### src/rtl/lfsr_pkg.sv
// lfsr_pkg: maximal-length tap table and single-step helper shared by the LFSR generators
package lfsr_pkg;

    localparam int MIN_W = 3;
    localparam int MAX_W = 16;

    // Feedback masks, 0-indexed bit positions, for primitive polynomials of degree 3..16
    function automatic logic [15:0] lfsr_taps(input int w);
        case (w)
            3:       return 16'h0006;
            4:       return 16'h000C;
            5:       return 16'h0014;
            6:       return 16'h0030;
            7:       return 16'h0060;
            8:       return 16'h00B8;
            9:       return 16'h0110;
            10:      return 16'h0240;
            11:      return 16'h0500;
            12:      return 16'h0829;
            13:      return 16'h100D;
            14:      return 16'h2015;
            15:      return 16'h6000;
            16:      return 16'hD008;
            default: return 16'h0000;
        endcase
    endfunction

    // One Fibonacci step: shift toward MSB, parity of tapped bits enters bit 0, result trimmed to w bits
    function automatic logic [15:0] lfsr_step(input logic [15:0] state, input logic [15:0] taps, input int w);
        return {state[14:0], ^(state & taps)} & ((16'(1) << w) - 16'(1));
    endfunction

endpackage

### src/rtl/lfsr_prng.sv
// lfsr_prng: parametrised Fibonacci LFSR with multi-step advance, seed load, lockup guard and wrap pulse
module lfsr_prng
    import lfsr_pkg::*;
#(
    parameter int WIDTH      = 4,
    parameter int STEPS      = 1,
    parameter int RESET_SEED = 1
) (
    input  logic             clk,
    input  logic             rst,
    input  logic             en,
    input  logic             load,
    input  logic [WIDTH-1:0] seed,
    output logic [WIDTH-1:0] data_out,
    output logic             wrap
);

    localparam logic [15:0]      TAPS  = lfsr_taps(WIDTH);
    localparam logic [WIDTH-1:0] SEED0 = WIDTH'(RESET_SEED);

    if (WIDTH < MIN_W || WIDTH > MAX_W) begin : g_bad_width
        $error("lfsr_prng: WIDTH %0d outside %0d..%0d", WIDTH, MIN_W, MAX_W);
    end
    if (STEPS < 1 || STEPS > WIDTH) begin : g_bad_steps
        $error("lfsr_prng: STEPS %0d outside 1..WIDTH", STEPS);
    end
    if (RESET_SEED <= 0 || RESET_SEED >= (1 << WIDTH)) begin : g_bad_seed
        $error("lfsr_prng: RESET_SEED %0d not a legal non-zero state", RESET_SEED);
    end

    logic [WIDTH-1:0] r_state;
    logic [WIDTH-1:0] r_origin;
    logic             r_wrap;
    logic [15:0]      w_chain;
    logic [WIDTH-1:0] w_next;
    logic [WIDTH-1:0] w_seed;

    // Chain STEPS single steps within the cycle; an all-zero result (upset only) falls back to the reset seed
    always_comb begin
        w_chain = 16'(r_state);
        for (int i = 0; i < STEPS; i++) w_chain = lfsr_step(w_chain, TAPS, WIDTH);
        w_next = (w_chain[WIDTH-1:0] == '0) ? SEED0 : w_chain[WIDTH-1:0];
        w_seed = (seed == '0) ? SEED0 : seed;
    end

    // State, origin and wrap update with priority rst > load > en > hold
    always_ff @(posedge clk) begin
        if (rst) begin
            r_state  <= SEED0;
            r_origin <= SEED0;
            r_wrap   <= 1'b0;
        end else if (load) begin
            r_state  <= w_seed;
            r_origin <= w_seed;
            r_wrap   <= 1'b0;
        end else if (en) begin
            r_state  <= w_next;
            r_wrap   <= (w_next == r_origin);
        end else begin
            r_wrap   <= 1'b0;
        end
    end

    assign data_out = r_state;
    assign wrap     = r_wrap;

endmodule

### config.mk
export PLATFORM = sky130hd
export DESIGN_NAME = lfsr_prng
export DESIGN_NICKNAME = d
export VERILOG_FILES = /design/src/rtl/lfsr_pkg.sv /design/src/rtl/lfsr_prng.sv
export SDC_FILE = /design/constraint.sdc
export NUM_CORES = 1
export LEC_CHECK = 0
export BUFFER_PORTS_ARGS = -buffer_cell sky130_fd_sc_hd__buf_2
export CORE_AREA = 2 2 39 41
export CTS_CLUSTER_SIZE = 24
export DETAILED_ROUTE_END_ITERATION = 7
export DIE_AREA = 0 0 41 43
export PLACE_DENSITY = 0.63
export SYNTH_ARGS = -nofsm -noshare
export SYNTH_HDL_FRONTEND = slang
export SYNTH_SLANG_ARGS = --single-unit
### constraint.sdc
create_clock -name clk -period 2.15 [get_ports clk]
set_input_delay 0.3225 -clock clk [delete_from_list [all_inputs] [get_ports clk]]
set_output_delay 0.3225 -clock clk [all_outputs]
set_load 0.01 [all_outputs]
==> out/summary.log, run 1 <==
INFO  logic_synthesis postSynth.topFlopCell=dfxtp_1
INFO  setup_path     path_depth=3
INFO  setup_path     critPathMaxFanout=5
INFO  global_routing first_global_vias=321
INFO  setup_path     ff2ff_path_depth=3
INFO  setup_path     worst-path-buf-inv=0
INFO  die            boundaryPins=13
INFO  route          detail_route.drc_violations=0
INFO  timing         fmax=0.7832GHz
INFO  timing         setup-violations-final=0
INFO  global_routing grtUsageTotal=10.99%
INFO  cts            cts_num_sinks=9
INFO  pwr            worst_ir_drop_vdd=229.3uV
INFO  run            max_cap_violations=0
INFO  layout         area_grow_syn2layout=23.87%
INFO  run_status     run_status=completed
INFO  die            start_util=29.93%
INFO  cts            worst_setup_hold_path_clk_slew=60ps
INFO  layout         final_core_util=37.07%
INFO  logic_synthesis async_flop_share=0%
INFO  timing         worstMarginPinSlew=321.0ps
INFO  die            rows=14
INFO  route          wl_per_instance=10.42um
INFO  setup_path     cp.required=2310ps
INFO  placement      gp_routability_congestion=0.6890
INFO  logic_synthesis mapped_avg_cell_area=9.003squm
INFO  cts            tritoncts=built
INFO  logic_synthesis synth-seq-cells=9
INFO  logic_synthesis synth_sequential_area_ratio=43.50%
INFO  logic_synthesis nets_in_the_synthesized_netlist=54
INFO  global_routing grt_first_pass_wirelength=1.269mm
INFO  timing         finalCritPeriodShare=59.38%
INFO  global_routing met3_usage=3.141%
INFO  route          drt-pass1-iter-count=2
INFO  logic_synthesis synth_largest_area_cell=dfxtp_1
INFO  cts            clock_tree.root_cell=clkbuf_4
INFO  layout         layout-drive-gt1-share=28.33%
INFO  die            die_y=43um
INFO  placement      buffer_ports.inserted=12
INFO  global_routing met2_usage=14.06%
INFO  setup_path     capturing_element_type_of_the_critical_path=flop
INFO  global_routing grt_start_max_net_pins=15
INFO  setup_path     crit_family=simple AND/OR/NAND/NOR gates
INFO  cts            cts.repair.resized=0
INFO  cts            numCtsBuffers=3
INFO  cts            worstSkewPairLatency=260ps
INFO  global_routing gr-usage-met1=14.01%
INFO  timing         hold_viol_final=0
INFO  timing         rsz0062_at_grt=false
INFO  global_routing global_route.overflow_total=0
INFO  logic_synthesis synthCells=46
INFO  route          postRouteWirelength=792um
INFO  timing         timing.final.crit_period=1277ps
INFO  layout         mostFrequentLayoutCell=buf_2
INFO  setup_path     cp_data_arrival_time=1440ps
INFO  global_routing antenna_found_initial=0
INFO  global_routing top_usage_layer=met2
INFO  worst_hold_path min_path_type=input port to flop
INFO  logic_synthesis edff_count_synth=0
INFO  setup_path     crit_path_cell_trace=xor2_2 -> or4_1 -> nor4_1
INFO  logic_synthesis synth_area_leaders=dfxtp_1, mux2i_1, nor2_1
INFO  route          routed_via_density=4.684
INFO  logic_synthesis synth_cell_type_count=20
INFO  logic_synthesis synth_top_area_share=43.50%
INFO  setup_path     stage_delay_of_the_slowest_cell_on_the_critical_path=440ps
INFO  layout         fin_nets=69
INFO  layout         layout_common_cells=buf_2, nor2_1, dfxtp_1
INFO  pwr            leakage_power_total=0.2449nW
INFO  placement      detailedPlacementHpwl=605.8um
INFO  die            die_area=1763squm
INFO  layout         diodes=0
INFO  cts            postCtsSetupRepairBufs=0
INFO  worst_hold_path min_delay_path_depth=2
INFO  cts            cts-htree-levels=1
INFO  route          detailroute.via_count=356
INFO  logic_synthesis warnings_from_yosys=0
INFO  cts            ctsHoldBuffers=0
INFO  cts            ctsLongestPathBuffers=2
INFO  timing         number_of_max_slew_violations_in_the_final_report=0
INFO  pwr            powerDensity=724.8nW/um^2
INFO  timing         max_slew_headroom=78.38%
INFO  logic_synthesis synth.cell_area=414.1squm
INFO  timing         timing.clock.skew=6.062ps
INFO  route          first_iteration_detailed_routing_drc_count=3
INFO  setup_path     crit_slowest_cell=dfxtp_1
INFO  timing         tns=0ps
INFO  setup_path     category_of_the_critical_setup_timing_path=flop to flop
INFO  layout         fill_cells=156
INFO  die            core_box_area=1384squm
INFO  route          detail-route-antenna-nets=0
INFO  die            die_w=41um
INFO  setup_path     startpoint_type_of_the_worst_setup_path=flop
==> metrics by stage <==
step | setup WS, ps | hold WS [ps] | instance area (sq um) | std cells | power, mW
final | 873.2 | 331.6 | 513.0 | 76 | 0.3718
after global routing | 709.6 | 339.0 | 513.0 | 76 | 0.3936
after CTS | 857.7 | 324.1 | 513.0 | 76 | 0.3800
after detailed placement | 741.9 | 469.2 | 486.7 | 72 | 0.2480
after global placement | 788.0 | 463.1 | 486.7 | 72 | 0.2477
after floorplan | 890.5 | 442.9 | 414.1 | 46 | 0.2270
==> power breakdown <==
part           internal, mW  total (mW)  switching (mW)
Sequential            0.177       0.188          0.0109
Clock                0.0714       0.127          0.0561
Combinational        0.0276      0.0563          0.0287
Total                 0.276       0.372          0.0958
==> flip-flops by register name (all words and copies together) (netlist names) <==
| signal | cells |
|---|---|
| data_out | 4 |
| wrap | 1 |
| r_origin | 4 |
==> cell type report <==
class	count	area [sq um]	share of cell area, %
Multi-Input combinational cell	33	219.0	42.68
Sequential cell	9	180.2	35.12
Timing Repair Buffer	12	60.06	11.71
Clock buffer	4	26.28	5.122
Tap cell	16	20.02	3.902
Inverter	2	7.507	1.463
==> routing by layer <==
metal	share of wire [%]	vias up	wire (um)
met5	0	-	0
met4	0.88	0	7
met3	3.4	2	27
met2	49	9	386
met1	47	159	370
li1	-	186	-
==> cell usage after synthesis, drive strengths merged (2+ instances only) <==
master,n
mux2i,6
inv,2
a21oi,3
xor2,3
nor2,10
o21ai,2
dfxtp,9
==> kinds of logic (layout without fill, tap and decap cells) <==
group	count (synthesis)	in the layout	share of synthesized area (%)
AO/OA/AOI/OAI	8	8	11.78
flip-flops	9	9	43.50
XOR/XNOR	4	4	10.27
AND/OR/NAND/NOR	15	15	16.32
buffers and inverters	4	18	3.622
multiplexers	6	6	14.50
==> final timing paths <==
kind                     from  slack, ps     endpoint
hold / removal            rst        330  r_origin[3]
setup / recovery  data_out[1]        870         wrap
setup reg to reg  data_out[1]        870         wrap
hold reg to reg   r_origin[0]        480  r_origin[0]
Power figures use the tool's default switching activity.
==> run 2, diff against run 1 <==
==> constraint.sdc (replaced) <==
create_clock -name clk -period 1.3 [get_ports clk]
set_input_delay 0.195 -clock clk [delete_from_list [all_inputs] [get_ports clk]]
set_output_delay 0.195 -clock clk [all_outputs]
set_load 0.01 [all_outputs]
==> out/summary.log, run 2 (synthesized netlist as in run 1, its figures left out) <==
INFO  route          wl_per_instance=11.60um
INFO  timing         timing.clock.skew=2.371ps
INFO  die            rows=14
INFO  layout         diodes=0
INFO  cts            cts_num_sinks=9
INFO  setup_path     startpoint_type_of_the_worst_setup_path=flop
INFO  cts            cts-htree-levels=1
INFO  timing         hold_viol_final=0
INFO  die            boundaryPins=13
INFO  pwr            power.total=637.8uW
INFO  layout         final_core_util=39.24%
INFO  setup_path     startpoint=r_origin[2]
INFO  layout         mostFrequentLayoutCell=buf_2
INFO  timing         worst_slack=49.73ps
INFO  route          wl_met2=433um
INFO  placement      dpl_worst_slack=71.01ps
INFO  timing         fmax=0.7998GHz
INFO  setup_path     ff2ff_path_depth=3
INFO  global_routing grtUsageTotal=12.56%
INFO  pwr            powerDensity=1175nW/um^2
INFO  cts            clock_tree.root_cell=clkbuf_4
INFO  setup_path     cp_data_arrival_time=1420ps
INFO  route          detail_route.drc_violations=0
INFO  timing         setup-violations-final=0
INFO  setup_path     r2r_setup_slack=50ps
INFO  cts            postCtsSetupRepairBufs=0
INFO  global_routing first_global_vias=353
INFO  timing         timing.final.crit_period=1250ps
INFO  setup_path     category_of_the_critical_setup_timing_path=flop to flop
INFO  cts            worstSkewPairLatency=260ps
INFO  global_routing grt_start_max_net_pins=14
INFO  route          detailroute.via_count=371
INFO  cts            ctsLongestPathBuffers=2
INFO  setup_path     reg_to_reg_start=r_origin[2]
INFO  die            start_util=29.93%
INFO  route          route.met3.wl=45um
INFO  timing         tns=0ps
INFO  die            core_box_area=1384squm
INFO  route          first_iteration_detailed_routing_drc_count=3
INFO  worst_hold_path min_path_type=input port to flop
INFO  timing         max_slew_headroom=77.36%
INFO  cts            numCtsBuffers=3
INFO  cts            tritoncts=built
INFO  setup_path     crit_path_cell_trace=xor2_2 -> or4_1 -> nor4_1
INFO  placement      buffer_ports.inserted=12
INFO  cts            cts.repair.resized=0
INFO  setup_path     cp.required=1470ps
INFO  timing         number_of_max_slew_violations_in_the_final_report=0
INFO  global_routing antenna_found_initial=0
INFO  die            die_area=1763squm
INFO  timing         hold_ws=207.8ps
INFO  placement      gp_routability_congestion=0.6812
INFO  setup_path     stage_delay_of_the_slowest_cell_on_the_critical_path=390ps
INFO  setup_path     critPathMaxFanout=2
INFO  setup_path     critPathCapture=wrap
INFO  run            max_cap_violations=0
INFO  cts            worst_setup_hold_path_clk_slew=60ps
INFO  placement      post-place-cells=76
INFO  placement      post_dp_cell_area=516.7squm
INFO  pwr            leakage_power_total=0.2645nW
INFO  layout         fin_nets=73
INFO  global_routing global_route.overflow_total=0
INFO  layout         area_grow_syn2layout=31.12%
INFO  cts            ctsHoldBuffers=0
INFO  route          drt-pass1-iter-count=4
INFO  timing         finalCritPeriodShare=96.17%
INFO  route          postRouteWirelength=928um
INFO  worst_hold_path worstHoldStart=load
INFO  setup_path     crit_slowest_cell=or4_1
INFO  pwr            worst_ir_drop_vdd=397.7uV
INFO  die            die_y=43um
INFO  placement      detailedPlacementHpwl=689.6um
INFO  route          detail-route-antenna-nets=0
INFO  setup_path     crit-reg2reg-capture=wrap
INFO  route          maxUsedRoutingLayer=met4
INFO  layout         layout-drive-gt1-share=32.81%
INFO  layout         final_design_area_no_fill=543.0squm
INFO  die            die_w=41um
INFO  layout         stdcell_count=80
INFO  global_routing grt_first_pass_wirelength=1.421mm
INFO  timing         rsz0062_at_grt=false
INFO  layout         layout_common_cells=buf_2, nor2_1, dfxtp_1
INFO  run_status     run_status=completed
INFO  route          routed_via_density=4.638
INFO  setup_path     capturing_element_type_of_the_critical_path=flop
INFO  route          detail_route.wirelength.met1=431um
INFO  timing         worstMarginPinSlew=336.0ps
run 2: changes by cell type in the layout (fill, tap and decap cells not counted):
cell | before | now
buf_4 | 0 | 4
run 2: worst min-delay path by stage:
stage / end / slack [ps] / cells past startpoint
6_report: wrap / 210 / 3
5_1_grt: wrap / 200 / 3
4_1_cts: wrap / 200 / 3
3_5_place_dp: r_origin[0] / 470 / 2
3_3_place_gp: r_origin[0] / 450 / 2
2_1_floorplan: data_out[1] / 340 / 2
run 2: metal layers:
layer,vias up,GRT usage [%]
met5,-,0
met3,2,4.712
li1,191,-
met2,11,17.19
met1,167,14.84
met4,0,10.00
run 2: area by class of cell:
class / count / area [sq um]
clock buffers: 4 / 26.28
multi-input cells: 33 / 219.0
repair buffers: 16 / 90.09
inverters: 2 / 7.507
well taps: 16 / 20.02
fillers: 141 / 840.8
flip-flops and latches: 9 / 180.2
run 2: worst max-delay path, delay by kind of cell (launching register included):
| family | cells | cell delay [ps] |
|---|---|---|
| xor+xnor | 1 | 160 |
| flops | 1 | 340 |
| simple gates | 2 | 660 |
run 2: where the power goes:
| part | internal [mW] | leakage [nW] | switching (mW) |
|---|---|---|---|
| Combinational | 0.0543 | 0.175 | 0.0518 |
| Sequential | 0.293 | 0.0744 | 0.0170 |
| Clock | 0.119 | 0.0150 | 0.103 |
==> run 3, diff against run 2 <==
--- a/config.mk
+++ b/config.mk
@@ -5,12 +5,13 @@
 export SDC_FILE = /design/constraint.sdc
 export NUM_CORES = 1
 export LEC_CHECK = 0
+export ABC_AREA = 1
 export BUFFER_PORTS_ARGS = -buffer_cell sky130_fd_sc_hd__buf_2
 export CORE_AREA = 2 2 39 41
 export CTS_CLUSTER_SIZE = 24
 export DETAILED_ROUTE_END_ITERATION = 7
 export DIE_AREA = 0 0 41 43
-export PLACE_DENSITY = 0.63
+export PLACE_DENSITY = 0.68
 export SYNTH_ARGS = -nofsm -noshare
 export SYNTH_HDL_FRONTEND = slang
 export SYNTH_SLANG_ARGS = --single-unit
==> out/summary.log, run 3 <==
INFO  timing         fmax=0.9718GHz
INFO  logic_synthesis synth.cell_area=478.0squm
INFO  worst_hold_path min_delay_path_depth=2
INFO  setup_path     path_depth=1
INFO  setup_path     critPathMaxFanout=6
INFO  logic_synthesis synth_cell_type_count=17
INFO  cts            postCtsSetupRepairBufs=0
INFO  timing         max_slew_headroom=88.12%
INFO  die            rows=14
INFO  setup_path     crit_slowest_cell=dfxtp_1
INFO  timing         hold_viol_final=0
INFO  logic_synthesis synthCells=73
INFO  timing         setup-violations-final=0
INFO  layout         fin_nets=97
INFO  setup_path     capturing_element_type_of_the_critical_path=output port
INFO  layout         area_of_the_multi_input_gates=227.7squm
INFO  layout         layout_common_cells=nand2_1, inv_1, buf_2
INFO  setup_path     reg_to_reg_start=data_out[2]
INFO  timing         timing.final.crit_period=1029ps
INFO  die            die_area=1763squm
INFO  setup_path     cp.required=1110ps
INFO  timing         rsz0062_at_grt=false
INFO  layout         diodes=0
INFO  cts            cts-htree-levels=1
INFO  placement      gp_routability_congestion=0.7847
INFO  timing         timing.clock.skew=8.008ps
INFO  route          wl_per_instance=9.433um
INFO  logic_synthesis synth_area_leaders=dfxtp_1, nand2_1, inv_1
INFO  logic_synthesis nets_in_the_synthesized_netlist=81
INFO  layout         final_design_area_no_fill=573.1squm
INFO  global_routing global_route.overflow_total=0
INFO  logic_synthesis synth_top_area_share=37.70%
INFO  global_routing antenna_found_initial=0
INFO  setup_path     cp_data_arrival_time=830ps
INFO  setup_path     r2r_setup_slack=400ps
INFO  layout         mostFrequentLayoutCell=nand2_1
INFO  timing         finalCritPeriodShare=79.15%
INFO  route          detail_route.drc_violations=0
INFO  die            boundaryPins=13
INFO  layout         register_area=180.2squm
INFO  logic_synthesis synth-seq-cells=9
INFO  die            die_y=43um
INFO  setup_path     startpoint=data_out[2]
INFO  cts            cts_num_sinks=9
INFO  route          drt-pass1-iter-count=4
INFO  logic_synthesis post_synth_most_frequent_cells=nand2_1, inv_1, dfxtp_1
INFO  logic_synthesis post-synth-top-count-cell=nand2_1
INFO  logic_synthesis warnings_from_yosys=0
INFO  layout         layout-drive-gt1-share=25.00%
INFO  setup_path     ff2ff_path_depth=6
INFO  worst_hold_path min_path_type=input port to flop
INFO  placement      buffer_ports.inserted=12
INFO  setup_path     crit_family=flip-flops
INFO  worst_hold_path worstHoldStart=rst
INFO  route          routed_via_density=4.615
INFO  die            start_util=34.54%
INFO  logic_synthesis mapped_avg_cell_area=6.547squm
INFO  cts            clock_tree.root_cell=clkbuf_4
INFO  run_status     run_status=completed
INFO  cts            worstSkewPairLatency=270ps
INFO  cts            cts.repair.resized=0
INFO  timing         tns=0ps
INFO  global_routing grt_first_pass_wirelength=1.800mm
INFO  route          first_iteration_detailed_routing_drc_count=4
INFO  placement      detailedPlacementHpwl=807.2um
INFO  cts            worst_setup_hold_path_clk_slew=60ps
INFO  route          postRouteWirelength=981um
INFO  pwr            powerDensity=1107nW/um^2
INFO  die            die_w=41um
INFO  setup_path     startpoint_type_of_the_worst_setup_path=flop
INFO  global_routing grtUsageTotal=15.91%
INFO  placement      post_dp_cell_area=546.8squm
INFO  logic_synthesis async_flop_share=0%
INFO  pwr            worst_ir_drop_vdd=468.4uV
INFO  timing         number_of_max_slew_violations_in_the_final_report=0
INFO  setup_path     crit-reg2reg-capture=wrap
INFO  setup_path     category_of_the_critical_setup_timing_path=flop to output port
INFO  setup_path     worst-path-buf-inv=1
INFO  cts            ctsLongestPathBuffers=2
INFO  die            core_box_area=1384squm
INFO  cts            tritoncts=built
INFO  route          detailroute.via_count=480
INFO  setup_path     crit_path_cell_trace=buf_2
INFO  timing         worstMarginPinSlew=178.2ps
INFO  logic_synthesis synth_largest_area_cell=dfxtp_1
INFO  setup_path     stage_delay_of_the_slowest_cell_on_the_critical_path=400ps
INFO  logic_synthesis postSynth.topFlopCell=dfxtp_1
INFO  layout         fill_cells=154
INFO  pwr            leakage_power_total=0.3142nW
INFO  run            max_cap_violations=0
INFO  logic_synthesis synth_sequential_area_ratio=37.70%
INFO  cts            ctsHoldBuffers=0
INFO  cts            numCtsBuffers=3
INFO  layout         area_grow_syn2layout=19.90%
INFO  global_routing first_global_vias=467
INFO  setup_path     critPathCapture=data_out[2]
INFO  route          detail-route-antenna-nets=0
INFO  logic_synthesis edff_count_synth=0
INFO  global_routing grt_start_max_net_pins=9
## run 3: changes by cell type after synthesis, sizes merged, moves of 3 or more
| cell | previous run | this run |
|---|---|---|
| o211ai | 0 | 3 |
| mux2i | 6 | 0 |
| inv | 2 | 15 |
| nand3 | 0 | 4 |
| nor2 | 10 | 6 |
| nand2 | 1 | 27 |
| xor2 | 3 | 0 |
## run 3: kinds of logic after synthesis
kind of cell	after synthesis	synth area share (%)
buffers and inverters	16	14.66
AO/OA/AOI/OAI	9	13.09
flip-flops	9	37.70
AND/OR/NAND/NOR	39	34.56
## run 3: cell type report
type                       instances  share of cell area, %
clock buffer                       4                  4.585
inverter                          15                  10.26
multi-input combinational         48                  39.74
sequential                         9                  31.44
tap                               16                  3.493
timing repair buffer              12                  10.48
## run 3: stage by stage
stage          hold slack [ps]  instances  util, %  setup WS, ps  total power [mW]
2_1_floorplan            264.1         73        -         422.7            0.3852
3_5_place_dp             419.6        100    39.51         394.3            0.4204
4_1_cts                  133.5        104    41.41         266.6            0.6425
5_1_grt                  146.6        104    41.41         205.0            0.6699
6_report                 134.9        104    41.41         271.0            0.6343
3_3_place_gp             415.8        100    39.51         399.5            0.4181
## run 3: per-layer routing
layer  GRT usage, %  share of wire, %
met4          16.00               4.7
met3          3.141               4.4
met2          21.56                47
met5              0                 0
met1          19.16                43
## run 3: power by group
| part | internal [mW] | total, mW | switching, mW |
|---|---|---|---|
| logic | 0.0425 | 0.108 | 0.0654 |
| clock network | 0.119 | 0.221 | 0.102 |
| registers | 0.292 | 0.306 | 0.0131 |
| total | 0.454 | 0.634 | 0.181 |
## run 3: worst min-delay path by stage
stage,end,slack (ps)
floorplan,r_origin[1],260
global placement,r_origin[1],420
detailed placement,r_origin[1],420
CTS,r_origin[3],130
global route,r_origin[3],150
finish,r_origin[3],130
